**config.mk**
```make
export PLATFORM = sky130hd
export DESIGN_NAME = vga_top_800x600_60hz_down4x4
export DESIGN_NICKNAME = d
export VERILOG_FILES = /design/src/rtl/vga_top_800x600_60hz_down4x4.sv
export SDC_FILE = /design/constraint.sdc
export NUM_CORES = 1
export LEC_CHECK = 0
export ABC_CLOCK_PERIOD_IN_PS = 1850
export CAP_MARGIN = 25
export CORE_AREA = 10 10 93 95
export CTS_CLUSTER_DIAMETER = 80
export CTS_CLUSTER_SIZE = 24
export DETAILED_ROUTE_END_ITERATION = 8
export DIE_AREA = 0 0 103 105
export PLACE_DENSITY = 0.39
export SETUP_SLACK_MARGIN = 0.3
export SYNTH_ARGS = -nofsm -noshare
export SYNTH_HDL_FRONTEND = slang
export SYNTH_SLANG_ARGS = --single-unit
```
**constraint.sdc**
```tcl
create_clock -name i_clk -period 1.85 [get_ports i_clk]
set_input_delay 0.37 -clock i_clk [delete_from_list [all_inputs] [get_ports i_clk]]
set_output_delay 0.37 -clock i_clk [all_outputs]
set_load 0.005 [all_outputs]
```
**src/rtl/vga_top_800x600_60hz_down4x4.sv**
```systemverilog
// 800x600@60Hz VGA source with a 200x150 logical canvas (4x4 replication) and animated test pattern.
// Optional white border around the canvas is enabled by defining VGA_BORDER_EN.
module vga_top_800x600_60hz_down4x4 #(
  parameter int unsigned H_ACTIVE   = 800,
  parameter int unsigned H_FP       = 40,
  parameter int unsigned H_SYNC     = 128,
  parameter int unsigned H_BP       = 88,
  parameter int unsigned V_ACTIVE   = 600,
  parameter int unsigned V_FP       = 1,
  parameter int unsigned V_SYNC     = 4,
  parameter int unsigned V_BP       = 23,
  parameter int unsigned SCALE_LOG2 = 2,
  parameter bit          SYNC_POS   = 1'b1
) (
  input  logic       i_clk,
  input  logic       i_rst,
  output logic [1:0] o_red,
  output logic [1:0] o_green,
  output logic [1:0] o_blue,
  output logic       o_hsync,
  output logic       o_vsync
);

  localparam int unsigned H_TOTAL = H_ACTIVE + H_FP + H_SYNC + H_BP;
  localparam int unsigned V_TOTAL = V_ACTIVE + V_FP + V_SYNC + V_BP;

  localparam logic [10:0] H_ACT_END    = 11'(H_ACTIVE);
  localparam logic [10:0] H_SYNC_START = 11'(H_ACTIVE + H_FP);
  localparam logic [10:0] H_SYNC_END   = 11'(H_ACTIVE + H_FP + H_SYNC);
  localparam logic [10:0] H_LAST       = 11'(H_TOTAL - 1);
  localparam logic [9:0]  V_ACT_END    = 10'(V_ACTIVE);
  localparam logic [9:0]  V_SYNC_START = 10'(V_ACTIVE + V_FP);
  localparam logic [9:0]  V_SYNC_END   = 10'(V_ACTIVE + V_FP + V_SYNC);
  localparam logic [9:0]  V_LAST       = 10'(V_TOTAL - 1);

`ifdef VGA_BORDER_EN
  localparam logic [10:0] PX_LAST = 11'((H_ACTIVE >> SCALE_LOG2) - 1);
  localparam logic [9:0]  PY_LAST = 10'((V_ACTIVE >> SCALE_LOG2) - 1);
`endif

  logic [10:0] h_cnt_q, h_cnt_d;
  logic [9:0]  v_cnt_q, v_cnt_d;
  logic [7:0]  frame_cnt_q, frame_cnt_d;
  logic [1:0]  red_q, red_d;
  logic [1:0]  green_q, green_d;
  logic [1:0]  blue_q, blue_d;
  logic        hsync_q, hsync_d;
  logic        vsync_q, vsync_d;
  logic        active;
  logic        border;

  always_comb begin
    h_cnt_d     = h_cnt_q + 11'd1;
    v_cnt_d     = v_cnt_q;
    frame_cnt_d = frame_cnt_q;
    if (h_cnt_q == H_LAST) begin
      h_cnt_d = '0;
      if (v_cnt_q == V_LAST) begin
        v_cnt_d     = '0;
        frame_cnt_d = frame_cnt_q + 8'd1;
      end else begin
        v_cnt_d = v_cnt_q + 10'd1;
      end
    end
  end

  // Logical pixel bits are taken straight from the counters, offset by the replication shift.
  always_comb begin
    active = (h_cnt_q < H_ACT_END) && (v_cnt_q < V_ACT_END);
`ifdef VGA_BORDER_EN
    border = ((h_cnt_q >> SCALE_LOG2) == 11'd0) || ((h_cnt_q >> SCALE_LOG2) == PX_LAST) ||
             ((v_cnt_q >> SCALE_LOG2) == 10'd0) || ((v_cnt_q >> SCALE_LOG2) == PY_LAST);
`else
    border = 1'b0;
`endif
    red_d   = '0;
    green_d = '0;
    blue_d  = '0;
    if (active) begin
      if (border) begin
        red_d   = 2'b11;
        green_d = 2'b11;
        blue_d  = 2'b11;
      end else begin
        red_d   = h_cnt_q[SCALE_LOG2 + 4 +: 2];
        green_d = v_cnt_q[SCALE_LOG2 + 4 +: 2];
        blue_d  = h_cnt_q[SCALE_LOG2 + 6 +: 2] ^ v_cnt_q[SCALE_LOG2 + 6 +: 2] ^ frame_cnt_q[5:4];
      end
    end
    hsync_d = ((h_cnt_q >= H_SYNC_START) && (h_cnt_q < H_SYNC_END)) ? SYNC_POS : ~SYNC_POS;
    vsync_d = ((v_cnt_q >= V_SYNC_START) && (v_cnt_q < V_SYNC_END)) ? SYNC_POS : ~SYNC_POS;
  end

  // Colour and sync share one register stage so they leave the chip aligned.
  always_ff @(posedge i_clk) begin
    if (i_rst) begin
      h_cnt_q     <= '0;
      v_cnt_q     <= '0;
      frame_cnt_q <= '0;
      red_q       <= '0;
      green_q     <= '0;
      blue_q      <= '0;
      hsync_q     <= ~SYNC_POS;
      vsync_q     <= ~SYNC_POS;
    end else begin
      h_cnt_q     <= h_cnt_d;
      v_cnt_q     <= v_cnt_d;
      frame_cnt_q <= frame_cnt_d;
      red_q       <= red_d;
      green_q     <= green_d;
      blue_q      <= blue_d;
      hsync_q     <= hsync_d;
      vsync_q     <= vsync_d;
    end
  end

  assign o_red   = red_q;
  assign o_green = green_q;
  assign o_blue  = blue_q;
  assign o_hsync = hsync_q;
  assign o_vsync = vsync_q;

endmodule

```
# Yosys cells after proc, flatten, opt, wreduce, memory -nomap -nowiden
# Index checks and enable logic that the tools add are counted.
dict set report word_totals {
  reg_bits 37
  input_bits 2
  out_inout_bits 8
  elab_cells 31
}
dict set report classes {
  n_addsub 3
  n_lt_le_gt_ge 6
  eq_ne 2
  n_mux 3
  bitwise 3
  n_reduce_logical 6
}
# cell n
set ops {}
lappend ops {{< comparator 11 x 10 -> 1 bit, second input constant} 2}
lappend ops {{< comparator 10 bit, second input constant} 2}
lappend ops {{adder 11 x 1 -> 11 bit, second input constant} 1}
lappend ops {{== test 11 bit, second input constant} 1}
lappend ops {{>= comparator 11 x 10 -> 1 bit, second input constant} 1}
lappend ops {{adder 10 x 1 -> 10 bit, second input constant} 1}
lappend ops {{== test 10 bit, second input constant} 1}
lappend ops {{>= comparator 10 bit, second input constant} 1}
lappend ops {{two-way mux 10 bit} 1}
lappend ops {{adder 8 x 1 -> 8 bit, second input constant} 1}
lappend ops {{OR reduction 2 bit} 2}
lappend ops {{bitwise XOR 2 bit} 2}
lappend ops {{logical AND 1 bit} 3}
lappend ops {{two-way mux 1 bit} 2}
lappend ops {{AND reduction 2 bit} 1}
lappend ops {{inverter 1 bit} 1}

# Logic depth before layout (Yosys ltp)
dict set report logic_depth {
  depth_word 4
  ltp_mapped 7
}

# Worst setup path before layout
# No wires, ideal clock.
dict set report synth_timing {
  path_type {reg-to-reg}
  from {register h_cnt_q[0]}
  to {register frame_cnt_q[4]}
  setup_time_ns 0.121
  arrival_ns 1.780
  path_slack_ns -0.051
  path_stages_with_launch 7
  path_buffers 1
  synth_period_minus_slack_ns 1.901
  path_cell_list {dfxtp_1 -> ha_1 -> and3_1 -> buf_2 -> nand3_1 -> nor4_1 -> mux2_2}
}
dict set report synth_via {
  elab_chain_len 2
}
# element line
set synth_rtl {}
lappend synth_rtl {{from (decl)} 41} ;# logic [10:0] h_cnt_q, h_cnt_d;
lappend synth_rtl {{from (signal assigned)} 106} ;# h_cnt_q <= h_cnt_d;
lappend synth_rtl {{== test 11 bit} 56} ;# if (h_cnt_q == H_LAST) begin
lappend synth_rtl {{AND reduction 2 bit (no line)} n/a}
lappend synth_rtl {{to (signal assigned)} 108} ;# frame_cnt_q <= frame_cnt_d;
lappend synth_rtl {{to (decl)} 43} ;# logic [7:0] frame_cnt_q, frame_cnt_d;
# Every way passes these cells.
# A chain may end at the register's enable or synchronous reset.

# Worst setup path after layout
dict set report layout_timing {
  from {register v_cnt_q[0]}
  to {register frame_cnt_q[3]}
}
dict set report layout_via {
  elab_chain_len 2
}
# element line
set layout_rtl {}
lappend layout_rtl {{from (decl)} 42} ;# logic [9:0] v_cnt_q, v_cnt_d;
lappend layout_rtl {{from (signal assigned)} 107} ;# v_cnt_q <= v_cnt_d;
lappend layout_rtl {{== test 10 bit} 58} ;# if (v_cnt_q == V_LAST) begin
lappend layout_rtl {{AND reduction 2 bit (no line)} n/a}
# Every way passes these cells.

==> results.tsv <==
stage	metric	value	unit
global_routing	largest net degree at the start of global routing	11	
sta	Tmin final	1.77	ns
cells_and_area	commonest non-fill, non-tap cell in the layout	buf_4	
power_and_ir_drop	Switching Fraction	22.2	%
critical_path	critical path's most frequent cell	or4_4	
yosys	register area share after synthesis	42.6	%
sta	RSZ-0062 raised after global routing	yes	
critical_path	crit start category	flip-flop	
yosys	Syn Area/Cell	8.98	µm²
place	port bufs	9	
sta	fmax	566	MHz
cells_and_area	non-filler cells, final	309	
sta	max-slew violation count	0	
cells_and_area	Area growth, synth to finish	46.0	%
power_and_ir_drop	Comb pwr share	3.8	%
critical_path	critical path peak fanout	5	
place	placed cells	281	
route	drt wl/cell	14.4	µm
critical_path	Worst setup EP type	flip-flop	
sta	Slew @ Worst Pin	0.372	ns
hold_path	Worst Hold Class	flip-flop to flip-flop	
clock_tree	Worst-Skew Late Latency	0.29	ns
place	RD Place Congestion	0.755	
route	Vias/cell	4.74	
critical_path	CP Buf/Inv Count	0	
global_routing	total gr overflow	0	
power_and_ir_drop	sequential share of power	52.6	%
route	metal3 WL	149	µm
sta	Final setup viols	0	
floorplan	die area	10800	µm²
sta	Hold Vio Cnt, Final	0	
clock_tree	Clock Tree Buf Depth	2	
run_status	outcome	finished, final reports clean	
route	Initial DRT Pass Iterations	4	
yosys	EDFF count, synth	0	
power_and_ir_drop	Clock Power Share	43.7	%
critical_path	slowest stage delay, CP	0.53	ns
cells_and_area	layout cells sized above 1	34.1	%
global_routing	vias in the first global route	1477	
place	post-DP HPWL	3.00	mm
critical_path	WP data required	2.07	ns
critical_path	crit path DAT	1.99	ns
floorplan	Die Ht	105	µm
floorplan	core box area	6760	µm²
critical_path	Crit Path Class	flip-flop to flip-flop	
power_and_ir_drop	Pwr Density	597	nW/µm²
yosys	Yosys cell types	34	
job	max_cap viols	0	
critical_path	critical path cell sequence	ha_4 -> nand3_4 -> or4_4 -> or4_4 -> a21oi_2	
critical_path	CP delay by family, top	simple AND/OR/NAND/NOR gates	
sta	setup TNS	0	ns
clock_tree	CTS tree	done	
clock_tree	Sink Count	35	
global_routing	GRT Overall Usage	8.64	%
route	met2 routed WL	2.16	mm
yosys	Post-Syn Area	1640	µm²
critical_path	Critical Path Slowest Stage Cell	or4_4	
clock_tree	total CTS buffers	5	
route	top layer in use	met4	
sta	post-route clock skew	0.00896	ns
global_routing	first-pass GRT wire length	7.50	mm
yosys	synth warn	0	
clock_tree	Max H-tree Level	2	
floorplan	FP Rows	30	
route	antenna-violating nets left	0	
sta	Slew headroom	75.2	%
yosys	number of synthesized register bits	35	
power_and_ir_drop	internal power	1.11	mW
yosys	Mapped Cells	183	
power_and_ir_drop	Switch Pwr	318	µW
cells_and_area	nets	236	
global_routing	initial antenna violation count	0	
cells_and_area	most frequent cells in the layout	33 x buf_4, 24 x dfxtp_1, 19 x nor2_1, 11 x nand3_1	
route	Met1 Routed Length	2.07	mm
clock_tree	CTS root buf	clkbuf_8	
power_and_ir_drop	Pleak	0.863	nW
cells_and_area	Antenna Cells	0	
route	DR DRC count	0	
route	DRT iter0 DRCs	25	
route	routed wire length	4.44	mm
route	via count	1466	
yosys	Synth async-reset ratio	0	%
floorplan	Die W	103	µm
floorplan	Starting Density	24.3	%
yosys	syn_nets	191	
floorplan	Ports	10	
sta	period utilization	95.5	%
power_and_ir_drop	VDD IR max	0.302	mV
yosys	predominant post-synthesis flop cell	dfxtp_1	
clock_tree	clock-pin slew on the worst setup and hold paths	0.08	ns
[synthesized netlist by cell type, types with 2 or more instances]
cell type	number	area share, %
inv_1	7	1.6
nor4_1	4	1.5
nand4_1	5	1.9
xnor2_1	9	4.8
nor2_1	20	4.6
dfxtp_1	35	43
clkbuf_1	7	1.6
xor2_1	9	4.8
a21oi_1	8	2.4
o31ai_1	7	3.2
nor2b_1	2	0.76
nand4bb_1	2	1.4
and2_1	6	2.3
or3_1	3	1.1
buf_2	2	0.61
or4_1	8	3.7
nand2_1	7	1.6
nand3_1	15	4.6
nor3_1	2	0.61
and3_1	3	1.1
mux2i_1	2	1.2
ha_1	6	4.6
and4_1	3	1.6
[worst register-to-register path: cells and delay by family, from the launching register on]
| kind | cells | cell delay, ns |
|---|---|---|
| AOI/OAI and AO/OA | 1 | 0.12 |
| DFF | 1 | 0.38 |
| and+or+nand+nor | 3 | 1.06 |
| adders and majority gates | 1 | 0.15 |
[sequential cells by signal (all words and copies together) (netlist names)]
register,cells
frame_cnt_q,6
o_green,2
h_cnt_q,11
v_cnt_q,10
o_vsync,1
o_blue,2
o_red,2
o_hsync,1
[stage by stage]
stage | hold WS [ns] | total power [mW] | setup WS (ns) | instance area (µm²) | utilization [%]
6_report | 0.526 | 1.43 | 0.0825 | 2400 | 35.5
5_1_grt | 0.549 | 1.48 | 0.0354 | 2400 | 35.5
3_3_place_gp | 0.463 | 0.826 | 0.0795 | 2040 | 30.2
4_1_cts | 0.507 | 1.45 | 0.126 | 2330 | 34.5
2_1_floorplan | 0.440 | 0.803 | 0.0795 | 1770 | -
3_5_place_dp | 0.465 | 0.827 | 0.0435 | 2040 | 30.2
[routing by layer]
| metal | global-route usage (%) | up-vias |
|---|---|---|
| met1 | 10.7 | 700 |
| met2 | 13.9 | 15 |
| li1 | - | 745 |
| met5 | 0 | - |
| met3 | 2.17 | 6 |
| met4 | 3.28 | 0 |
[kinds of logic after synthesis]
group,count (synthesis),share of synthesized area [%]
adders and majority gates,6,4.57
and+or+nand+nor,82,27.9
DFF,35,42.6
xor gates and xnor gates,18,9.59
buffers and inverters,16,3.81
muxes,3,1.90
AOI/OAI and AO/OA,23,9.66
[area by class of cell]
type,count,area (µm²)
Fill cell,686,4360
Multi-Input combinational cell,134,1060
Sequential cell,35,737
Timing Repair Buffer,45,380
Clock buffer,8,100
Tap cell,80,100
Inverter,7,26.3
[power groups by stage]
stage / Sequential, mW / Clock, mW / Combinational (mW)
final: 0.753 / 0.626 / 0.0539
after global routing: 0.753 / 0.667 / 0.0612
after CTS: 0.757 / 0.643 / 0.0544
after detailed placement: 0.782 / 0 / 0.0446
after global placement: 0.782 / 0 / 0.0446
after floorplan: 0.782 / 0 / 0.0209
[final timing paths]
check,slack [ns],end,from,cells after the start
setup / recovery,0.08,frame_cnt_q[3]$_SDFFE_PP0P_,v_cnt_q[0]$_SDFFE_PP0N_,5
hold reg to reg,0.53,frame_cnt_q[5]$_SDFFE_PP0P_,frame_cnt_q[5]$_SDFFE_PP0P_,2
hold / removal,0.53,frame_cnt_q[5]$_SDFFE_PP0P_,frame_cnt_q[5]$_SDFFE_PP0P_,2
setup reg to reg,0.08,frame_cnt_q[3]$_SDFFE_PP0P_,v_cnt_q[0]$_SDFFE_PP0N_,5
[repair_timing]
item / 4_1_cts / 5_1_grt
setup buffers: 16 / 2
cloned: 2 / 0
endpoints found under the setup margin: 22 / 24
resized for setup: 14 / 13
pin swaps: 10 / 7
endpoints found under the hold margin: 0 / 0
hold buffers: 0 / 0
Note: power is estimated with default switching activity, not from simulation.
